## src/rtl/signed_search_engine_pkg.sv

```systemverilog
// Shared defaults and state encoding for the signed binary-search engine.
package signed_search_engine_pkg;
    localparam int DEF_DATA_W = 32;
    localparam int DEF_ADDR_W = 8;

    typedef enum logic [2:0] {
        S_IDLE,
        S_READ,
        S_WAIT,
        S_CMP,
        S_DONE
    } state_t;
endpackage

```

## src/rtl/signed_search_engine_if.sv

```systemverilog
// Request/result, table-read and comparator signals of the search engine.
interface signed_search_engine_if
    import signed_search_engine_pkg::*;
#(
    parameter int DATA_W = DEF_DATA_W,
    parameter int ADDR_W = DEF_ADDR_W
);
    logic              req_valid;
    logic              req_ready;
    logic [DATA_W-1:0] req_key;
    logic [ADDR_W:0]   req_len;
    logic              mem_rd_en;
    logic [ADDR_W-1:0] mem_addr;
    logic [DATA_W-1:0] mem_rdata;
    logic [DATA_W-1:0] cmp_a;
    logic [DATA_W-1:0] cmp_b;
    logic              cmp_eq;
    logic              cmp_lt;
    logic              cmp_gt;
    logic              res_valid;
    logic              res_ready;
    logic              res_found;
    logic [ADDR_W:0]   res_index;
    logic [ADDR_W+1:0] res_probes;

    // master is the engine; slave is the requester / RAM / comparator side
    modport master (
        input  req_valid, req_key, req_len, mem_rdata, cmp_eq, cmp_lt, cmp_gt, res_ready,
        output req_ready, mem_rd_en, mem_addr, cmp_a, cmp_b,
               res_valid, res_found, res_index, res_probes
    );
    modport slave (
        output req_valid, req_key, req_len, mem_rdata, cmp_eq, cmp_lt, cmp_gt, res_ready,
        input  req_ready, mem_rd_en, mem_addr, cmp_a, cmp_b,
               res_valid, res_found, res_index, res_probes
    );
endinterface

```

## src/rtl/signed_search_engine.sv

```systemverilog
// Binary search over a signed-sorted table: one probe = READ, WAIT, CMP using an
// external comparator; returns found flag plus match index or insertion point.
module signed_search_engine
    import signed_search_engine_pkg::*;
#(
    parameter int DATA_W = DEF_DATA_W,
    parameter int ADDR_W = DEF_ADDR_W
) (
    input logic clk,
    input logic rst_n,
    signed_search_engine_if.master bus
);
    // two extra bits so hi=-1 and lo=2**ADDR_W are representable
    localparam int IW = ADDR_W + 2;

    state_t state, stateNext;

    logic signed [IW-1:0] lo, hi, midQ, mid, newLo, newHi;
    logic [DATA_W-1:0]    key, word;
    logic [IW-1:0]        probes;
    logic                 resFound;
    logic [ADDR_W:0]      resIndex;
    logic                 oneHot, exhausted;

    assign mid       = lo + ((hi - lo) >>> 1);
    assign oneHot    = $onehot({bus.cmp_eq, bus.cmp_lt, bus.cmp_gt});
    assign newLo     = bus.cmp_gt ? midQ + IW'(1) : lo;
    assign newHi     = bus.cmp_lt ? midQ - IW'(1) : hi;
    assign exhausted = newLo > newHi;

    always_ff @(posedge clk or negedge rst_n) begin
        if (!rst_n) state <= S_IDLE;
        else        state <= stateNext;
    end

    always_comb begin
        stateNext = state;
        unique case (state)
            S_IDLE: if (bus.req_valid) stateNext = (bus.req_len == '0) ? S_DONE : S_READ;
            S_READ: stateNext = S_WAIT;
            S_WAIT: stateNext = S_CMP;
            S_CMP:  stateNext = (!oneHot || bus.cmp_eq || exhausted) ? S_DONE : S_READ;
            S_DONE: if (bus.res_ready) stateNext = S_IDLE;
            default: stateNext = S_IDLE;
        endcase
    end

    always_ff @(posedge clk or negedge rst_n) begin
        if (!rst_n) begin
            key      <= '0;
            word     <= '0;
            lo       <= '0;
            hi       <= '0;
            midQ     <= '0;
            probes   <= '0;
            resFound <= 1'b0;
            resIndex <= '0;
        end else begin
            unique case (state)
                S_IDLE: if (bus.req_valid) begin
                    key      <= bus.req_key;
                    lo       <= '0;
                    hi       <= $signed({1'b0, bus.req_len}) - IW'(1);
                    probes   <= '0;
                    resFound <= 1'b0;
                    resIndex <= '0;
                end
                S_READ: begin
                    midQ   <= mid;
                    probes <= probes + IW'(1);
                end
                S_WAIT: word <= bus.mem_rdata;
                S_CMP: begin
                    // malformed flags end the search as not-found at the current lo
                    if (!oneHot) begin
                        resIndex <= lo[ADDR_W:0];
                    end else if (bus.cmp_eq) begin
                        resFound <= 1'b1;
                        resIndex <= midQ[ADDR_W:0];
                    end else begin
                        lo       <= newLo;
                        hi       <= newHi;
                        resIndex <= newLo[ADDR_W:0];
                    end
                end
                default: ;
            endcase
        end
    end

    always_comb begin
        bus.req_ready  = (state == S_IDLE);
        bus.mem_rd_en  = (state == S_READ);
        bus.mem_addr   = (state == S_READ) ? mid[ADDR_W-1:0] : '0;
        bus.cmp_a      = key;
        bus.cmp_b      = word;
        bus.res_valid  = (state == S_DONE);
        bus.res_found  = resFound;
        bus.res_index  = resIndex;
        bus.res_probes = probes;
    end
endmodule
```

## src/flat_wrapper.sv

```systemverilog
// flat-port wrapper written by rule: the top's interface ports become plain ports
module signed_search_engine_flat import signed_search_engine_pkg::*;
#(
    parameter int DATA_W = DEF_DATA_W,
    parameter int ADDR_W = DEF_ADDR_W
)
  (clk, rst_n, bus_req_valid, bus_req_key, bus_req_len, bus_mem_rdata, bus_cmp_eq, bus_cmp_lt, bus_cmp_gt, bus_res_ready, bus_req_ready, bus_mem_rd_en, bus_mem_addr, bus_cmp_a, bus_cmp_b, bus_res_valid, bus_res_found, bus_res_index, bus_res_probes);
  signed_search_engine_if #(.DATA_W(DATA_W), .ADDR_W(ADDR_W)) bus_i ();
  input logic clk;
  input logic rst_n;
  input wire logic [$bits(bus_i.req_valid)-1:0] bus_req_valid;
  input wire logic [$bits(bus_i.req_key)-1:0] bus_req_key;
  input wire logic [$bits(bus_i.req_len)-1:0] bus_req_len;
  input wire logic [$bits(bus_i.mem_rdata)-1:0] bus_mem_rdata;
  input wire logic [$bits(bus_i.cmp_eq)-1:0] bus_cmp_eq;
  input wire logic [$bits(bus_i.cmp_lt)-1:0] bus_cmp_lt;
  input wire logic [$bits(bus_i.cmp_gt)-1:0] bus_cmp_gt;
  input wire logic [$bits(bus_i.res_ready)-1:0] bus_res_ready;
  output wire logic [$bits(bus_i.req_ready)-1:0] bus_req_ready;
  output wire logic [$bits(bus_i.mem_rd_en)-1:0] bus_mem_rd_en;
  output wire logic [$bits(bus_i.mem_addr)-1:0] bus_mem_addr;
  output wire logic [$bits(bus_i.cmp_a)-1:0] bus_cmp_a;
  output wire logic [$bits(bus_i.cmp_b)-1:0] bus_cmp_b;
  output wire logic [$bits(bus_i.res_valid)-1:0] bus_res_valid;
  output wire logic [$bits(bus_i.res_found)-1:0] bus_res_found;
  output wire logic [$bits(bus_i.res_index)-1:0] bus_res_index;
  output wire logic [$bits(bus_i.res_probes)-1:0] bus_res_probes;
  assign bus_i.req_valid = bus_req_valid;
  assign bus_i.req_key = bus_req_key;
  assign bus_i.req_len = bus_req_len;
  assign bus_i.mem_rdata = bus_mem_rdata;
  assign bus_i.cmp_eq = bus_cmp_eq;
  assign bus_i.cmp_lt = bus_cmp_lt;
  assign bus_i.cmp_gt = bus_cmp_gt;
  assign bus_i.res_ready = bus_res_ready;
  assign bus_req_ready = bus_i.req_ready;
  assign bus_mem_rd_en = bus_i.mem_rd_en;
  assign bus_mem_addr = bus_i.mem_addr;
  assign bus_cmp_a = bus_i.cmp_a;
  assign bus_cmp_b = bus_i.cmp_b;
  assign bus_res_valid = bus_i.res_valid;
  assign bus_res_found = bus_i.res_found;
  assign bus_res_index = bus_i.res_index;
  assign bus_res_probes = bus_i.res_probes;
  signed_search_engine #(.DATA_W(DATA_W), .ADDR_W(ADDR_W)) u_core (.clk(clk), .rst_n(rst_n), .bus(bus_i));
endmodule
```

## config.mk

```make
export PLATFORM = sky130hd
export DESIGN_NAME = signed_search_engine_flat
export DESIGN_NICKNAME = d
export VERILOG_FILES = /design/src/rtl/signed_search_engine_pkg.sv /design/src/rtl/signed_search_engine_if.sv /design/src/rtl/signed_search_engine.sv /design/src/flat_wrapper.sv
export SDC_FILE = /design/constraint.sdc
export NUM_CORES = 1
export LEC_CHECK = 0
export ABC_AREA = 1
export ABC_CLOCK_PERIOD_IN_PS = 2450
export CAP_MARGIN = 40
export CORE_ASPECT_RATIO = 1.75
export CORE_UTILIZATION = 45
export CTS_CLUSTER_DIAMETER = 150
export CTS_CLUSTER_SIZE = 40
export DETAILED_ROUTE_END_ITERATION = 8
export PLACE_DENSITY_LB_ADDON = 0.25
export SETUP_SLACK_MARGIN = 0.4
export SYNTH_ARGS = -nofsm -noshare
export SYNTH_HDL_FRONTEND = slang
export SYNTH_SLANG_ARGS = --single-unit
```

## constraint.sdc

```tcl
create_clock -name clk -period 2.45 [get_ports clk]
set_clock_uncertainty 0.05 [all_clocks]
set_input_delay 0.245 -clock clk [delete_from_list [all_inputs] [get_ports clk]]
set_output_delay 0.245 -clock clk [all_outputs]
set_load 0.01 [all_outputs]
```

==> impl_results.md <==
* Slack of the critical path at -883.7 ps
* Power Density at between 1500 and 2000 nW/um^2
* Die H at ~160 um
* Post-Synthesis Cells at 803
* Post-synth EDFFs at 0
* PortBufs at about 170
* Crit path kind: reg2out
* Warnings, synthesis at 0
* Initial antenna violation count at 0
* Met1 track demand over resource at 31.39%
* DP HPWL at 16.25 mm
* Rel. slew slack at ~64%
* Worst path bufs/invs at 4
* Routed len/inst at 17.36 um
* R2r setup slk at -820 ps
* Max_cap viols at 0
* Worst vdd ir at roughly 0.00083 V
* Fraction of registers with async set/reset at between 90% and 100%
* Fillers at 965
* Initial Utilization at between 40% and 50%
* Pleak at 0.005356 uW
* Die area at 15,310 sq um
* Pwr Total at 16,870 uW
* Drt initial violations at 473
* Failing checks: setup timing
* Layout area overhead at 65.93%
* Clock root cell: clkbuf_16
* Clock Latency Late Sink at 420 ps
* Final hold slack at 305.0 ps
* 1st-pass router iterations at 6
* Crit path arrival time at 3040 ps
* Global-route wire length before repair at between 30 and 40 mm
* Reg2Reg Capture Point: u_core.midQ[6]$_DFFE_PN0P_
* Critical path peak fanout at 4
* Cell mode on critical path: nand2_2
* Core region area at 14,440 sq um
* RR Startpoint: u_core.hi[2]$_DFFE_PN0P_
* GR Util met2 at 57.50%
* RePlAce Congestion at slightly above 1
* Clock-pin slew on the worst setup and hold paths at 60 ps
* Final #Nets at 1,278
* CTS sink count at around 120
* Setup Viol. Count Final at 17
* R2R cell count at 23
* Width of the die at 93.96 um
* Ant. Diodes at 0
* Core Util, Final at 76.51%
* GR Util All Layers at 31.63%
* CTS tree: built
* Main synth FF type: dfrtp_1
* CP Cell Sequence: ha_4 > nand2_2 > nand2_2 > a31oi_4 > buf_4 > buf_6 > xnor2_4 > ha_4 > a21oi_2 > buf_4 > o21bai_4 > a21oi_2 > o21bai_2 > nand2_1 > nand2_2 > nor2_2 > buf_2
* Hold WC Path Type: in2reg
* Gr ovfl total at 0
* Synth cell types at 48
* Period utilization at 136.1%
* Mapped Nets at around 920
* # DRC at 0
* Worst-Margin Slew at 537.1 ps
* Yosys reg bits at 117
* DR vias/cell at 5.310
* Worst stage delay on the critical path at 410 ps
* DP Worst Slack at -834.0 ps
* Largest net degree at the start of global routing at 50
* H-tree levels at 4
* Vias in the first global route at around 7,500
* Num CTS Buffers at 17
* Layout cells sized above 1 at 32.71%
* CP required at 2150 ps
* Longest Clk Path Bufs at 2
* Final hold violation count at 0
* Gr busiest metal: met2
* Total wire length at 23.55 mm
* Hold EP: u_core.bus.cmp_a[0]$_DFFE_PN0P_
* Minimum clock period after layout at 3334 ps
* CP Launch Type: flip-flop
* CP delay by family, top: compound AO/OA/AOI/OAI gates
* Syn_area_per_cell at 8.293 sq um
* Final antenna-violating net count at 0
* Seq/Total Area, Yosys at 43.97%
* Final Max Slew Viols at 0
* Top Ports at 175
* Setup TNS at -9711 ps
* Row count at 58
* Status: finished with violations
* Unrepaired setup endpoints after global routing: true
* Fmax at 300.0 MHz
* Hold Path Cell Cnt at 3
* Highest-delay cell along the critical path: dfrtp_1
* Critical Path End Type: output port
* Worst Hold Launch: bus_req_key[0]
* Syn Std Cell Area at 6659 sq um
* GR Util met3 at 8.170%
* Vias at roughly 7,000
==> metal layers <==
layer	vias up	wire (um)	part of all wire (%)
met3	112	1728	7.3
met1	3389	7901	34
met2	345	12480	53
met4	0	1443	6.1
li1	3359	-	-
met5	-	0	0
==> report_power, final <==
part           leakage [uW]  switching [uW]  internal [uW]
combinational       0.00362            5320           5750
clock              0.000267             994           1400
sequential          0.00147             620           2800
==> synthesized netlist by cell type, types with 10 or more instances <==
master     n  area share, %
o21ai_0   37            2.8
nand3_1   37            2.8
a21oi_1   23            1.7
mux2_2    32            5.4
nor2_1    50            2.8
nand2_1  246             14
inv_1     82            4.6
xor2_1    10            1.3
o22ai_1   11            1.0
o21ai_1   21            1.6
buf_2     10           0.75
ha_1      31            5.8
dfrtp_1  117             44
==> placed cells by master (no fill, tap or decap), types with 4 or more instances in the layout <==
cell type        count
nor2_4              11
ha_4                 8
o21ai_2             10
a21oi_1             18
nor2_2              11
a221oi_1             5
dfrtp_1            116
o22ai_1             10
mux2_2              32
inv_4                6
inv_1               69
a21oi_2              5
xor2_1               9
o21ai_1             25
o21ai_0             24
buf_4              159
nand3_1             28
nand2_1            221
clkdlybuf4s50_1    160
clkbuf_16           17
nor2_1              35
buf_2                7
o211ai_1             5
dlygate4sd2_1        5
inv_2               16
nand3_2             12
xnor2_1              6
buf_6               28
nand2_2             22
clkinv_4             5
nand2_4              4
nand4_1              9
buf_12               4
ha_1                22
==> worst register-to-register path: cells and delay by family (launching register included) <==
kind	cells	cell delay, ps
flops	1	410
fa+ha+maj	2	610
compound gates	3	300
simple gates	8	520
xor+xnor	1	160
buf+inv	9	1150
==> cell type report <==
| cell class | instances | area (sq um) | area share [%] |
|---|---|---|---|
| multi-input combinational | 572 | 3697 | 33.46 |
| inverter | 92 | 360.3 | 3.261 |
| clock inverter | 14 | 128.9 | 1.166 |
| timing repair buffer | 364 | 3279 | 29.68 |
| tap | 180 | 225.2 | 2.038 |
| sequential | 117 | 2929 | 26.51 |
| clock buffer | 18 | 429.2 | 3.884 |
==> worst max path at each step <==
stage / from / to / slack (ps) / cells after the start
floorplan: u_core.lo[0]$_DFFE_PN0P_ / u_core.midQ[8]$_DFFE_PN0P_ / -160 / 14
finish: u_core.hi[2]$_DFFE_PN0P_ / bus_mem_addr[7] / -880 / 17
global route: u_core.lo[2]$_DFFE_PN0P_ / bus_mem_addr[7] / -1040 / 18
detailed placement: u_core.hi[2]$_DFFE_PN0P_ / bus_mem_addr[7] / -830 / 14
global placement: u_core.hi[2]$_DFFE_PN0P_ / bus_mem_addr[7] / -770 / 14
CTS: u_core.hi[2]$_DFFE_PN0P_ / bus_mem_addr[7] / -860 / 17
==> kinds of logic (layout without fill, tap and decap cells) <==
family                     after synthesis  in the layout  synth area share, %
and+or+nand+nor                        363            363                23.32
AOI/OAI and AO/OA                      126            126                11.14
DFF                                    117            117                43.97
buffers and inverters                  114            488                7.197
adders and majority gates               34             34                6.727
muxes                                   32             32                5.412
xor gates and xnor gates                17             17                2.236
==> sequential cells by signal, indices dropped and copies added (netlist names) <==
name and cells:
u_core.bus.res_probes 10, u_core.bus.cmp_a 32, u_core.bus.res_found 1, u_core.bus.cmp_b 32
u_core.bus.res_index 9, u_core.hi 10, u_core.state 3, u_core.midQ 10
u_core.lo 10
==> through the flow <==
stage          area (sq um)  instances
5_1_grt               11050       1357
4_1_cts               10900       1350
3_3_place_gp           9687       1272
2_1_floorplan          6773        803
6_report              11050       1357
3_5_place_dp           9687       1272
==> timing repair <==
action / CTS / global route
endpoints found under the setup margin: 52 / 24
resized for setup: 129 / 33
setup buffers: 45 / 7
hold buffers: 1 / 0
pin swaps: 39 / 15
endpoints found under the hold margin: 34 / 0
No activity file was read; power rests on OpenSTA's default activity.
==> patch 1 (config.mk and constraints unchanged) <==
Encoding of `state_t`: now Gray code (3 bits for 5 states).
--- a/src/rtl/signed_search_engine_pkg.sv
+++ b/src/rtl/signed_search_engine_pkg.sv
@@ -5,9 +5,9 @@
 
     typedef enum logic [2:0] {
-        S_IDLE,
-        S_READ,
-        S_WAIT,
-        S_CMP,
-        S_DONE
+        S_IDLE = 3'b000,
+        S_READ = 3'b001,
+        S_WAIT = 3'b011,
+        S_CMP  = 3'b010,
+        S_DONE = 3'b110
     } state_t;
 endpackage
Formal check against the unedited RTL: no difference found for any inputs over 4 cycles, from zero or initial values and one cycle with rst_n low; so few cycles prove little.
==> patch 1 against the unedited design <==
- the flow still finishes with violations (setup timing)
- area after synthesis down 0.49%
- power is 8.4% higher
- worst setup slack lost 72 ps
- count of clock-buffer cells in the layout unchanged
- core utilization decreased by 0.066 points
- non-clock buffer count shrank 11
- cell area down 0.59%
- hold slack lost 32 ps
- routed wire length is 0.87% lower
- register-to-register slack got worse by 100 ps
- sequential cell count unchanged
- highest routed layer unchanged
==> patch 1: results (changes against the unedited design) <==
Parameter                              Value

Status
  Status    complete, but fails checks
  Violated checks    setup timing

Setup path
  Crit-path max FO    3 (-1)
  Max stage delay cell, worst path    dfrtp_1
  Arrival time worst endpoint    3110 ps (+70 ps)
  Crit path max-delay family    compound AO/OA/AOI/OAI gates
  Critical Path Max Stage Delay    between 400 and 500 ps

Timing
  Least setup slack across all paths after layout    -955 ps (-71.8 ps)
  Number of setup violations in the final report    17 (unchanged)
  Max-Slew Margin vs Limit    57.7% (-6.4 points)
  Fin Setup TNS    -9550 ps (+161 ps)

Cells and area
  Antenna fix cells    0 (unchanged)
  Fraction of layout cells with a size suffix above 1    32.3% (-0.43 points)

GRT
  Total routing resource utilization after global routing    30.3% (-1.4 points)
  Global-route wire length before repair    35.0 mm (-3.8%)
  Total grt overflow    0 (unchanged)
  Number of global-route vias before repair    7381 (-1.3%)
  Largest net degree at the start of global routing    42 (-16%)

Logic synthesis
  Ys Warns    0 (unchanged)
  Post-synthesis net count    921 (+0.44%)
  Commonest cells post-synth    260 x nand2_1, 117 x dfrtp_1, 82 x inv_1
  Post-synth ARST share    100% (unchanged)
  Number of instances in the synthesized netlist    807 (+0.50%)
  Distinct cell type count of the synthesized netlist    47 (-2.1%)
  Register area share after synthesis    44.2% (+0.22 points)
  Leading post-synthesis cells by cell area    dfrtp_1 44%, nand2_1 15%, ha_1 5.9%

Clock network
  Hold buffer count at CTS    1 (unchanged)
  Maximum count of clock buffers along a single path    2 (unchanged)
  CTS Root Cell    clkbuf_16
  Inserted Clock Buffers    17 (unchanged)
  Clock-pin slew of the registers on the worst-case setup and hold paths    60 ps (about the same)
  CTS-repair resized insts    111 (-14%)
  Source-to-sink clock delay at the later pin of the worst-skew pair    between 400 and 500 ps
  Buffers inserted during post-CTS setup optimization    35 (-22%)

Placed design
  Number of placed cells counting well taps    1268 (-0.31%)
  Placer Congestion    0.932 (-8.6%)
  Hpwl dp    15.9 mm (-2.2%)
  Post-Place Worst Slack    -787 ps (+46.9 ps)
  Total cell area at the placement stage    9590 um^2 (-0.99%)

Routing
  WL per Instance    17.3 um (-0.20%)
  Pre-Repair DR Iteration Count    8 (+2)
  Initial DRC Count    461 (-2.5%)
  Count of vias placed by the detailed router    7184 (-0.29%)
  Total routed wirelength    23.4 mm (-0.87%)

Power and ir drop
  Power Dens Cells    1670 nW/um^2 (+9.1%)
  Switching power    7.81 mW (+13%)
  Cell leakage power    5.25 nW (-1.9%)
  Worst-case vdd ir drop    0.781 mV (-6.3%)
  Clock network power    2.43 mW (+2%)
  Combinational group share of total power    67.9% (+2.3 points)

Worst hold path
  Path category of the worst min-delay check    input port to async pin
-- patch 1: worst paths after layout --
path,from,end,slack (ps),cells after the start
max,u_core.hi[1]$_DFFE_PN0P_,bus_mem_addr[7],-960,15
max in group asynchronous,rst_n,u_core.lo[6]$_DFFE_PN0P_,1410,3
min in group clk,bus_req_key[17],u_core.bus.cmp_a[17]$_DFFE_PN0P_,310,3
min reg2reg,u_core.bus.cmp_a[20]$_DFFE_PN0P_,u_core.bus.cmp_a[20]$_DFFE_PN0P_,420,2
min,rst_n,u_core.bus.cmp_b[5]$_DFFE_PN0P_,270,2
max reg2reg,u_core.hi[2]$_DFFE_PN0P_,u_core.midQ[9]$_DFFE_PN0P_,-920,24
-- patch 1: cell type report --
class	instances	area, um^2
fill	965	3380
tap	180	225
inverter	85	330
sequential	117	2930
clock inverter	14	143
multi-input combinational	581	3790
clock buffer	18	429
timing repair buffer	353	3140
-- patch 1: kinds of logic (layout without fill, tap and decap cells) --
logic type               after synthesis  in the layout  synth area share (%)
AND/OR/NAND/NOR                      378            378                  23.6
AO/OA/AOI/OAI                        122            122                  10.9
flip-flops                           117            117                  44.2
buffers and inverters                109            470                  7.10
adder cells (fa/ha/maj)               34             34                  6.76
multiplexers                          32             32                  5.44
XOR/XNOR                              15             15                  1.98
-- patch 1: metal layers --
| layer | GRT usage [%] | wire [um] | up-vias |
|---|---|---|---|
| met2 | 54.7 | 12500 | 331 |
| met5 | 0 | 0 | - |
| met1 | 30.4 | 7950 | 3376 |
| met4 | 20.3 | 1570 | 0 |
| li1 | - | - | 3356 |
| met3 | 6.44 | 1370 | 121 |
==> patch 2 (same settings) <==
Without the edit above. Set the package constant `DEF_ADDR_W` to 6 (it was 8).
--- a/src/rtl/signed_search_engine_pkg.sv
+++ b/src/rtl/signed_search_engine_pkg.sv
@@ -2,5 +2,5 @@
 package signed_search_engine_pkg;
     localparam int DEF_DATA_W = 32;
-    localparam int DEF_ADDR_W = 8;
+    localparam int DEF_ADDR_W = 6;
 
     typedef enum logic [2:0] {
Ports: changed (resized bus_mem_addr, bus_req_len, bus_res_index and bus_res_probes); port bits go from 175 to 167. The function was not compared with the original's and may differ.
==> patch 2 against the unedited design <==
- sequential cell count down 10
- critical path type unchanged
- synthesized cell count shrank 17%
- worst setup slack better by 370 ps
- power down 26%
- cell area decreased by 18%
- area after synthesis decreased by 14%
- routed wire length shrank 18%
- core utilization decreased by 3.7 points
- the flow still finishes with violations (setup timing)
==> patch 2: results (changes against the unedited design) <==
Parameter                              Value

Power and ir drop
  Cell leakage power    4.35 nW (-19%)
  Worst-case vdd ir drop    0.820 mV (-1.7%)

Logic synthesis
  Commonest cells post-synth    220 x nand2_1, 107 x dfrtp_1, 66 x inv_1
  Ys flop type    dfrtp_1
  Register area share after synthesis    46.9% (+3.0 points)
  Post-synth ARST share    100% (unchanged)
  Leading post-synthesis cells by cell area    dfrtp_1 47%, nand2_1 14%, mux2_2 6.3%
  Post-synthesis net count    774 (-16%)
  Ys Warns    0 (unchanged)
  Distinct cell type count of the synthesized netlist    45 (-6.3%)

GRT
  Number of antenna violations at the first check in global routing    0 (unchanged)
  Total routing resource utilization after global routing    30.1% (-1.6 points)
  Number of global-route vias before repair    6057 (-19%)
  Largest net degree at the start of global routing    58 (+16%)
  Global-route wire length before repair    29.3 mm (-19%)

Cells and area
  Layout filler cell count    924 (-4.2%)
  Area of the multi-input gates    3090 um^2 (-17%)
  Fraction of layout cells with a size suffix above 1    28.0% (-4.7 points)
  Number of nets in the layout    1041 (-19%)
  Antenna fix cells    0 (unchanged)

Worst hold path
  Path category of the worst min-delay check    input port to async pin

Clock network
  Clock-pin slew of the registers on the worst-case setup and hold paths    80 ps (+20 ps)
  Inserted Clock Buffers    9 (-8)
  Source-to-sink clock delay at the later pin of the worst-skew pair    350 ps (-70 ps)
  Maximum count of clock buffers along a single path    2 (unchanged)
  H-Tree Depth    3 (-1)

Routing
  Mean number of vias per cell    5.23 (-1.5%)
  Pre-Repair DR Iteration Count    5 (-1)
  Initial DRC Count    300 (-37%)
  Total routed wirelength    19.3 mm (-18%)

Placed design
  Input/output buffers    166 (-4.6%)
  Hpwl dp    13.8 mm (-15%)
  Total cell area at the placement stage    8120 um^2 (-16%)
  Placer Congestion    0.901 (-12%)

Setup path
  Critical Path Max Stage Delay    between 400 and 500 ps
  Crit-path max FO    4 (unchanged)
  Max stage delay cell, worst path    dfrtp_1
  Worst path required time    2150 ps (about the same)

Timing
  Worst-margin pin slew    466 ps (-70.7 ps)
  Number of setup violations in the final report    8 (-9)
  Least setup slack across all paths after layout    -509 ps (+375 ps)

Status
  Status    complete, but fails checks
  Violated checks    setup timing

Job
  # Max-Cap Violations    0 (unchanged)
patch 2: layout make-up:
cell class	count	share of cell area (%)
clock buffer	9	2.49
clock inverter	6	0.636
inverter	71	3.18
multi-input combinational	475	34.1
sequential	107	29.6
tap	168	2.32
timing repair buffer	271	27.7
patch 2: through the flow:
step | worst slack, ps | TNS, ps | cells | hold WS, ps
finish | -509 | -2990 | 1107 | 255
global route | -629 | -4250 | 1107 | 279
CTS | -503 | -2640 | 1096 | 253
detailed placement | -528 | -2560 | 1061 | 80.9
global placement | -447 | -1860 | 1061 | 73.9
floorplan | 101 | 0 | 668 | -101
patch 2: cell families (layout without fill, tap and decap cells):
group | Yosys count | count (layout) | share of synthesized area [%]
buffers and inverters | 86 | 357 | 6.23
AOI/OAI and AO/OA | 91 | 91 | 9.34
muxes | 33 | 33 | 6.49
and+or+nand+nor | 310 | 310 | 22.5
adders and majority gates | 28 | 28 | 6.54
xor gates and xnor gates | 13 | 13 | 2.00
DFF | 107 | 107 | 46.9
patch 2: where the power goes:
part           total, mW  internal [mW]  switching (mW)
logic               7.89           3.98            3.91
clock network       1.43          0.709           0.724
registers           3.15           2.56           0.586
patch 2: metal layers:
layer,vias up,GRT usage (%),wire (um)
met1,2772,29.3,6590
li1,2696,-,-
met2,244,55.0,10200
met4,0,19.6,1230
met3,75,7.68,1290
met5,-,0,0
patch 2: worst max-delay path, delay by kind of cell, from the launching register on:
| kind | cells | cell delay, ps |
|---|---|---|
| AO/OA/AOI/OAI | 2 | 310 |
| XOR/XNOR | 1 | 180 |
| adder cells (fa/ha/maj) | 2 | 610 |
| buffers and inverters | 2 | 180 |
| flip-flops | 1 | 420 |
| AND/OR/NAND/NOR | 9 | 610 |
patch 2: what timing repair did:
action                                 CTS  global route
resized for setup                       87            57
pin swaps                               22            33
setup endpoints to repair               35            46
endpoints found under the hold margin   15             0
setup buffers                           19            11
hold buffers                             1             0
patch 2: final timing paths:
kind                                                  start                               end  slack [ps]  cells after the start
hold reg to reg            u_core.bus.cmp_a[14]$_DFFE_PN0P_  u_core.bus.cmp_a[14]$_DFFE_PN0P_         420                      2
hold / removal                                        rst_n  u_core.bus.cmp_a[22]$_DFFE_PN0P_         250                      2
min in group clk                            bus_req_key[29]  u_core.bus.cmp_a[29]$_DFFE_PN0P_         370                      3
setup reg to reg                   u_core.lo[1]$_DFFE_PN0P_        u_core.midQ[7]$_DFFE_PN0P_        -450                     18
max in group asynchronous                             rst_n  u_core.bus.cmp_b[19]$_DFFE_PN0P_        1370                      3
setup / recovery                   u_core.hi[2]$_DFFE_PN0P_                   bus_mem_addr[5]        -510                     16
